===== config.mk =====
export PLATFORM = sky130hd
export DESIGN_NAME = regfile_2r1w_sync
export DESIGN_NICKNAME = d
export VERILOG_FILES = /design/src/rtl/regfile_pkg.sv /design/src/rtl/regfile_rd_port.sv /design/src/rtl/regfile_2r1w_sync.sv
export SDC_FILE = /design/constraint.sdc
export NUM_CORES = 1
export LEC_CHECK = 0
export CAP_MARGIN = 10
export CORE_ASPECT_RATIO = 0.6
export CORE_MARGIN = 10
export CORE_UTILIZATION = 37
export CTS_CLUSTER_SIZE = 14
export DETAILED_ROUTE_END_ITERATION = 12
export SYNTH_ARGS = -nofsm -noshare
export SYNTH_HDL_FRONTEND = slang
export SYNTH_SLANG_ARGS = --single-unit

===== constraint.sdc =====
create_clock -name clk -period 3.8 [get_ports clk]
set_input_delay 0.76 -clock clk [delete_from_list [all_inputs] [get_ports clk]]
set_output_delay 0.76 -clock clk [all_outputs]
set_load 0.02 [all_outputs]

===== src/rtl/regfile_pkg.sv =====
// Shared types and helpers for the 2-read/1-write register file.
package regfile_pkg;

  localparam int DEF_DATA_W = 8;
  localparam int DEF_DEPTH  = 16;
  // Entries wider than this would be truncated by even_par.
  localparam int PAR_MAX_W  = 256;

  typedef enum logic {
    ST_CLEAR,
    ST_READY
  } state_t;

  // Even parity: the returned bit makes the total number of ones even.
  function automatic logic even_par(input logic [PAR_MAX_W-1:0] d);
    return ^d;
  endfunction

endpackage


===== src/rtl/regfile_rd_port.sv =====
// One registered read port with write-to-read forwarding and parity check.
module regfile_rd_port
  import regfile_pkg::*;
#(
  parameter int DATA_W = DEF_DATA_W,
  parameter int ADDR_W = 4,
  parameter bit PAR_EN = 1'b0
) (
  input  logic              clk,
  input  logic              rst_n,
  input  logic              en,
  input  logic              re,
  input  logic [ADDR_W-1:0] raddr,
  input  logic              wr_fire,
  input  logic [ADDR_W-1:0] waddr,
  input  logic [DATA_W-1:0] wdata,
  input  logic              wpar,
  input  logic [DATA_W-1:0] arr_data,
  input  logic              arr_par,
  output logic [DATA_W-1:0] rdata,
  output logic              rvalid,
  output logic              perr
);

  logic              hit;
  logic [DATA_W-1:0] sel_data;
  logic              sel_par;
  logic              sel_err;

  // A write landing on the same address this cycle supplies the new data.
  assign hit      = wr_fire && (waddr == raddr);
  assign sel_data = hit ? wdata : arr_data;
  assign sel_par  = hit ? wpar  : arr_par;
  assign sel_err  = PAR_EN && (even_par(PAR_MAX_W'(sel_data)) != sel_par);

  always_ff @(posedge clk or negedge rst_n) begin
    if (!rst_n) begin
      rdata  <= '0;
      rvalid <= 1'b0;
      perr   <= 1'b0;
    end else begin
      rvalid <= en && re;
      perr   <= en && re && sel_err;
      if (en && re) begin
        rdata <= sel_data;
      end
    end
  end

endmodule


===== src/rtl/regfile_2r1w_sync.sv =====
// DEPTH x DATA_W register file, 1 write / 2 registered read ports, clear sequencer.
// Optional per-entry even parity when REGFILE_PARITY_EN is defined.
//
// state    | meaning
// ST_CLEAR | writing INIT_VAL to entry clr_ptr each cycle; ports ignored
// ST_READY | normal operation; clr restarts the clear from entry 0
module regfile_2r1w_sync
  import regfile_pkg::*;
#(
  parameter  int                DATA_W   = DEF_DATA_W,
  parameter  int                DEPTH    = DEF_DEPTH,
  parameter  logic [DATA_W-1:0] INIT_VAL = '0,
  localparam int                ADDR_W   = $clog2(DEPTH)
) (
  input  logic              clk,
  input  logic              rst_n,
  input  logic              clr,
  output logic              ready,
  input  logic              we,
  input  logic [ADDR_W-1:0] waddr,
  input  logic [DATA_W-1:0] wdata,
  input  logic              perr_inj,
  input  logic              re1,
  input  logic [ADDR_W-1:0] raddr1,
  output logic [DATA_W-1:0] rdata1,
  output logic              rvalid1,
  output logic              perr1,
  input  logic              re2,
  input  logic [ADDR_W-1:0] raddr2,
  output logic [DATA_W-1:0] rdata2,
  output logic              rvalid2,
  output logic              perr2
);

  state_t            state_q, state_d;
  logic [ADDR_W-1:0] clr_ptr_q, clr_ptr_d;
  logic              arr_we;
  logic [ADDR_W-1:0] arr_addr;
  logic [DATA_W-1:0] arr_data;
  logic              wr_fire;
  logic              wpar;
  logic [DATA_W-1:0] rd_data1, rd_data2;
  logic              rd_par1, rd_par2;

  always_ff @(posedge clk or negedge rst_n) begin
    if (!rst_n) begin
      state_q   <= ST_CLEAR;
      clr_ptr_q <= '0;
    end else begin
      state_q   <= state_d;
      clr_ptr_q <= clr_ptr_d;
    end
  end

  always_comb begin
    state_d   = state_q;
    clr_ptr_d = clr_ptr_q;
    arr_we    = 1'b0;
    arr_addr  = waddr;
    arr_data  = wdata;
    case (state_q)
      ST_CLEAR: begin
        arr_we    = 1'b1;
        arr_addr  = clr_ptr_q;
        arr_data  = INIT_VAL;
        clr_ptr_d = clr_ptr_q + ADDR_W'(1);
        if (clr_ptr_q == ADDR_W'(DEPTH - 1)) begin
          state_d = ST_READY;
        end
      end
      ST_READY: begin
        // Clear wins over a simultaneous write.
        if (clr) begin
          state_d   = ST_CLEAR;
          clr_ptr_d = '0;
        end else if (we) begin
          arr_we = 1'b1;
        end
      end
      default: state_d = ST_CLEAR;
    endcase
  end

  assign ready   = (state_q == ST_READY);
  assign wr_fire = ready && we && !clr;

`ifdef REGFILE_PARITY_EN
  localparam bit PAR_EN = 1'b1;

  logic [DATA_W:0] mem [DEPTH];
  logic            arr_par;

  assign wpar    = even_par(PAR_MAX_W'(wdata)) ^ perr_inj;
  assign arr_par = ready ? wpar : even_par(PAR_MAX_W'(INIT_VAL));

  always_ff @(posedge clk) begin
    if (arr_we) begin
      mem[arr_addr] <= {arr_par, arr_data};
    end
  end

  assign rd_data1 = mem[raddr1][DATA_W-1:0];
  assign rd_par1  = mem[raddr1][DATA_W];
  assign rd_data2 = mem[raddr2][DATA_W-1:0];
  assign rd_par2  = mem[raddr2][DATA_W];
`else
  localparam bit PAR_EN = 1'b0;

  logic [DATA_W-1:0] mem [DEPTH];
  logic              unused_perr_inj;

  assign unused_perr_inj = perr_inj;
  assign wpar            = 1'b0;

  always_ff @(posedge clk) begin
    if (arr_we) begin
      mem[arr_addr] <= arr_data;
    end
  end

  assign rd_data1 = mem[raddr1];
  assign rd_par1  = 1'b0;
  assign rd_data2 = mem[raddr2];
  assign rd_par2  = 1'b0;
`endif

  regfile_rd_port #(
    .DATA_W(DATA_W),
    .ADDR_W(ADDR_W),
    .PAR_EN(PAR_EN)
  ) u_rd1 (
    .clk     (clk),
    .rst_n   (rst_n),
    .en      (ready),
    .re      (re1),
    .raddr   (raddr1),
    .wr_fire (wr_fire),
    .waddr   (waddr),
    .wdata   (wdata),
    .wpar    (wpar),
    .arr_data(rd_data1),
    .arr_par (rd_par1),
    .rdata   (rdata1),
    .rvalid  (rvalid1),
    .perr    (perr1)
  );

  regfile_rd_port #(
    .DATA_W(DATA_W),
    .ADDR_W(ADDR_W),
    .PAR_EN(PAR_EN)
  ) u_rd2 (
    .clk     (clk),
    .rst_n   (rst_n),
    .en      (ready),
    .re      (re2),
    .raddr   (raddr2),
    .wr_fire (wr_fire),
    .waddr   (waddr),
    .wdata   (wdata),
    .wpar    (wpar),
    .arr_data(rd_data2),
    .arr_par (rd_par2),
    .rdata   (rdata2),
    .rvalid  (rvalid2),
    .perr    (perr2)
  );

endmodule

==> flow_summary.json, run 1 <==
{
  "intPower_uw": 4086,
  "fill_cells": 1667,
  "critical_path_class": "flop to flop",
  "min_period_over_period_pct": 71.63,
  "ys.flop_type": "edfxtp_1",
  "die_x_um": 202.7,
  "post_dp_cell_area_sq_um": 8198,
  "drive_above_1_share_pct": 25.19,
  "maxCapViolations": 0,
  "fin_ws_ns": 1.078,
  "combPwrFrac_pct": 30.0,
  "cts_tree": "yes",
  "clock_power_share_pct": 27.6,
  "syn_area_sq_um": 7407,
  "netlist_instances": 451,
  "routabilityCongestion": 0.8348,
  "switching_share_pct": 32.30,
  "p_leak_uw": 0.003042,
  "ctsHoldBuffers": 0,
  "antenna_found_initial": 0,
  "die_h_um": 129.6,
  "drt_pass1_iterations": 4,
  "dp_hpwl_mm": 13.75,
  "die-area_sq_um": 26260,
  "rsz0062_at_grt": "false",
  "grt_pass1_wl_mm": 29.42,
  "switchingPower_uw": 1949,
  "place_inst": 753,
  "portBuffers": 44,
  "synthToLayoutAreaGrowth_pct": 18.99,
  "postCtsSetupRepairBufs": 0,
  "ant_nets": 0,
  "grt_use_total_pct": 14.82,
  "max_freq_ghz": 0.3674,
  "cp.arrival_ns": 3.02,
  "crit_fanout": 23,
  "ys_seq_area_share_pct": 59.66,
  "clk_pin_slew_ns": 0.06,
  "cts_root_buffer": "clkbuf_16",
  "worst_slew_pin_slew_ns": 0.8752,
  "viasPerCell": 5.785,
  "outcome": "finished, final reports clean",
  "hold_ws_ns": 0.5560,
  "first_global_vias": 4585,
  "drv_slew": 0,
  "nets": 535,
  "yosys.cell_types.count": 52,
  "wl_mm": 19.30,
  "fin_cells": 786,
  "ios": 48,
  "cts_buffers": 17,
  "antenna_cells": 0,
  "synth-seq-cells": 151,
  "layout_commonest_cell": "edfxtp_1",
  "htreeDepth": 4,
  "clock_sinks": 151,
  "synthArstFlopShare_pct": 15.23,
  "clockBufferDepth": 2,
  "final.min_clock_period_ns": 2.722,
  "grt.overflow.total": 0,
  "fin_skew_ns": 0.01154,
  "hold_class": "flop to flop",
  "vias": 4547,
  "cp-end-kind": "flop",
  "layout_common_cells": "edfxtp_1, mux4_2, clkdlybuf4s50_1",
  "clk_latency_ns": 0.42,
  "yosysWarnings": 0,
  "hold_viol": 0,
  "p_seq_share_pct": 42.4,
  "drc": 0,
  "power_density_nw_per_um2": 684.8,
  "place_ws_ns": 0.8467,
  "rows": 39,
  "tns_ns": 0,
  "setup_viol": 0,
  "initial_core_util_pct": 38.33,
  "ir_drop_mv": 0.5645,
  "startpoint_type": "flop",
  "wire_per_inst_um": 24.55,
  "final_area_sq_um": 8813,
  "critPathRequiredTime_ns": 4.10,
  "slew_headroom_pct": 41.44,
  "ctsResizeCount": 0,
  "syn-mean-instance-area_sq_um": 16.42,
  "core_sq_um": 19320,
  "dr.first_iter.drc_count": 544,
  "grt_max_degree": 34,
  "synth_edf_count": 128
}
==> cell usage after synthesis (9+ instances only) <==
master | n | area (sq um)
buf_2 | 10 | 50.05
clkbuf_1 | 11 | 41.29
dfrtp_1 | 23 | 575.6
edfxtp_1 | 128 | 3844
mux2i_1 | 10 | 100.1
nand2_1 | 18 | 67.56
a31oi_1 | 9 | 56.30
mux4_2 | 58 | 1306
nor2_1 | 29 | 108.9
o21ai_0 | 11 | 55.05
nor2b_1 | 13 | 81.33
nand3_1 | 9 | 45.04
a22oi_1 | 16 | 120.1
and2_1 | 17 | 106.4
==> kinds of logic after synthesis <==
kind of cell / count (synthesis) / synth area share (%)
compound gates: 74 / 7.602
xor+xnor: 10 / 1.182
fa+ha+maj: 1 / 0.1689
buf+inv: 43 / 3.277
flops: 151 / 59.66
mux: 76 / 21.45
other cells: 1 / 0.05063
simple gates: 95 / 6.605
==> power by group through the flow <==
stage,Clock (uW),Combinational (uW),Sequential [uW]
2_1_floorplan,0,1040,2580
3_3_place_gp,0,1780,2560
3_5_place_dp,0,1810,2580
4_1_cts,1700,1820,2550
5_1_grt,1760,1940,2600
6_report,1670,1810,2560
==> per-stage QoR <==
stage,utilization (%),power [uW]
4_1_cts,45.47,6064
5_1_grt,45.61,6308
3_5_place_dp,42.42,4388
2_1_floorplan,-,3624
6_report,45.61,6036
3_3_place_gp,42.42,4343
==> worst paths after layout <==
| kind | slack [ns] | startpoint | cells past startpoint | end |
|---|---|---|---|---|
| hold / removal | 0.56 | u_rd1.rdata[6] | 2 | u_rd1.rdata[6] |
| min in group asynchronous | 0.67 | rst_n | 1 | u_rd1.rdata[2] |
| setup reg to reg | 1.08 | ready | 6 | u_rd2.rdata[3] |
| hold reg to reg | 0.56 | u_rd1.rdata[6] | 2 | u_rd1.rdata[6] |
| setup / recovery | 1.08 | ready | 6 | u_rd2.rdata[3] |
| max in group asynchronous | 2.67 | rst_n | 2 | clr_ptr_q[1] |
==> state kept, by name, summed over array words and instances, names as in the netlist <==
register      cells
clr_ptr_q         4
mem             128
ready             1
u_rd1.rdata       8
u_rd1.rvalid      1
u_rd2.rdata       8
u_rd2.rvalid      1
==> critical path: stages, from the launching register on <==
cell and delay, ns:
dfrtp_1 0.63, buf_4 0.36, mux2i_2 0.32, xnor2_1 0.12, nor4_2 0.49, nor2_1 0.29, a221o_1 0.40
==> routing by layer <==
layer | share of wire [%] | routed length, um | up-vias | track usage [%]
met5 | 0 | 0 | - | 0
met4 | 0.38 | 74 | 0 | 2.620
met3 | 7.8 | 1499 | 7 | 3.609
met2 | 46 | 8785 | 189 | 22.46
met1 | 46 | 8938 | 2405 | 21.43
li1 | - | - | 1946 | -
==> layout make-up <==
type                            instances  area (sq um)  share of cell area, %
Clock buffer                           24         535.5                  6.076
Clock inverter                          8         52.55                 0.5963
Inverter                                7         26.28                 0.2981
Multi-Input combinational cell        258          2749                  31.19
Sequential cell                       151          4419                  50.14
Tap cell                              266         332.8                  3.776
Timing Repair Buffer                   72         698.2                  7.922
Note: power is estimated with default switching activity, not from simulation.
==> inputs of run 2 (changes only) <==
Clock period 3.8 ns to 2.29 ns, I/O delays scaled along.
==> flow_summary.json, run 2 (same netlist as run 1, synthesis figures left out) <==
{
  "critPathRequiredTime_ns": 2.33,
  "die_x_um": 202.7,
  "p_leak_uw": 0.003218,
  "synthToLayoutAreaGrowth_pct": 22.91,
  "met1_usage_pct": 23.16,
  "clockBufferDepth": 2,
  "wl_mm": 20.16,
  "wire_per_inst_um": 24.43,
  "setup_viol": 0,
  "area.sequential_sq_um": 4420,
  "ctsResizeCount": 0,
  "layout_commonest_cell": "edfxtp_1",
  "rows": 39,
  "drive_above_1_share_pct": 30.59,
  "layout_common_cells": "edfxtp_1, buf_4, mux4_2",
  "routabilityCongestion": 0.8379,
  "fin_skew_ns": 0.006716,
  "path_cells": "buf_4 -> mux2_2 -> nand2_1 -> nor2_1",
  "total_power_uw": 10140,
  "portBuffers": 44,
  "antenna_cells": 0,
  "dr.first_iter.drc_count": 450,
  "largestRegisters": "mem: 128 flops, u_rd1.rdata: 8 flops, u_rd2.rdata: 8 flops",
  "clock_sinks": 151,
  "initial_core_util_pct": 38.33,
  "slowest_stage": "nor2_1",
  "grt_util_met2_pct": 22.79,
  "core_sq_um": 19320,
  "cp.buffers_inverters": 1,
  "ios": 48,
  "cp.arrival_ns": 2.24,
  "grt.met3_usage_pct": 3.036,
  "min_period_over_period_pct": 96.22,
  "fill_cells": 1671,
  "dp_hpwl_mm": 14.75,
  "crit_fanout": 12,
  "busiest_layer": "met1",
  "slew_headroom_pct": 29.10,
  "clk_pin_slew_ns": 0.06,
  "grt_use_total_pct": 15.65,
  "critical_path_class": "flop to flop",
  "ant_nets": 0,
  "die_h_um": 129.6,
  "place_inst": 793,
  "power_density_nw_per_um2": 1114,
  "outcome": "finished, final reports clean",
  "vias": 4768,
  "hold_ws_ns": 0.4013,
  "drt_pass1_iterations": 7,
  "antenna_found_initial": 0,
  "startpoint_type": "flop",
  "cts_buffers": 17,
  "worst_slew_pin_slew_ns": 1.060,
  "ir_drop_mv": 0.6625,
  "viasPerCell": 5.779,
  "fin_ws_ns": 0.08657,
  "grt_pass1_wl_mm": 30.83,
  "grt_max_degree": 25,
  "fin_cells": 825,
  "nets": 574,
  "maxCapViolations": 0,
  "final.min_clock_period_ns": 2.203,
  "cts_tree": "yes",
  "hold_class": "input pin to asynchronous set/reset pin",
  "drc": 0,
  "multi_input_area_sq_um": 2754,
  "largest_reg_flops": 128,
  "largest_register": "mem",
  "slowest_delay_ns": 0.82,
  "postCtsSetupRepairBufs": 0,
  "htreeDepth": 4,
  "max_freq_ghz": 0.4538,
  "drv_slew": 0,
  "ctsHoldBuffers": 0,
  "rsz0062_at_grt": "false",
  "grt.overflow.total": 0,
  "cpLargestDelayFamily": "simple AND/OR/NAND/NOR gates",
  "first_global_vias": 4965,
  "place_ws_ns": -0.3671,
  "clk_latency_ns": 0.42,
  "die-area_sq_um": 26260,
  "hold_viol": 0,
  "cts_root_buffer": "clkbuf_16",
  "cp-end-kind": "flop"
}
-- run 2: cell count changes in the layout (fill, tap and decap cells not counted), moves of 2 or more --
cell      previous run  this run
o21ai_1              0         2
clkbuf_1             2         4
o21ai_0             11         9
inv_4                4         1
nor2_2               0         2
nor2_1              29        27
buf_12               3         7
buf_4               24        60
clkinv_2             2         6
-- run 2: layout make-up --
class	count	area share, %
Timing Repair Buffer	111	11.21
Inverter	7	0.2886
Sequential cell	151	48.56
Tap cell	266	3.656
Multi-Input combinational cell	258	30.25
Clock buffer	24	5.539
Clock inverter	8	0.4948
-- run 2: worst register-to-register path: stages, from the launching register on --
cell and delay [ns]:
dfrtp_2 0.47, buf_4 0.21, mux2_2 0.24, nand2_1 0.08, nor2_1 0.82
-- run 2: power by group --
group / switching (uW) / internal, uW / total (uW)
Combinational: 1830 / 1480 / 3310
Sequential: 360 / 3850 / 4210
Clock: 1080 / 1540 / 2620
-- run 2: per-layer routing --
metal	routed length (um)	vias to the layer above
li1	-	2026
met1	9321	2497
met2	9086	222
met3	1550	23
met4	198	0
met5	0	-
-- run 2: path summary, 6_finish.rpt --
kind	from	to	slack, ns	cells past startpoint
min	rst_n	u_rd2.rdata[3]	0.40	2
max in group asynchronous	rst_n	ready	1.62	2
max reg2reg	ready	mem[14][3]	0.09	4
min in group clk	u_rd2.rdata[6]	u_rd2.rdata[6]	0.54	1
max	ready	mem[14][3]	0.09	4
min reg2reg	u_rd2.rdata[6]	u_rd2.rdata[6]	0.54	1
-- run 2: per-stage QoR --
| stage | area, sq um | TNS, ns | utilization (%) |
|---|---|---|---|
| finish | 9104 | 0 | 47.11 |
| global route | 9104 | 0 | 47.11 |
| CTS | 9097 | 0 | 47.08 |
| detailed placement | 8548 | -15.81 | 44.24 |
| global placement | 8548 | -14.87 | 44.24 |
| floorplan | 7411 | 0 | - |
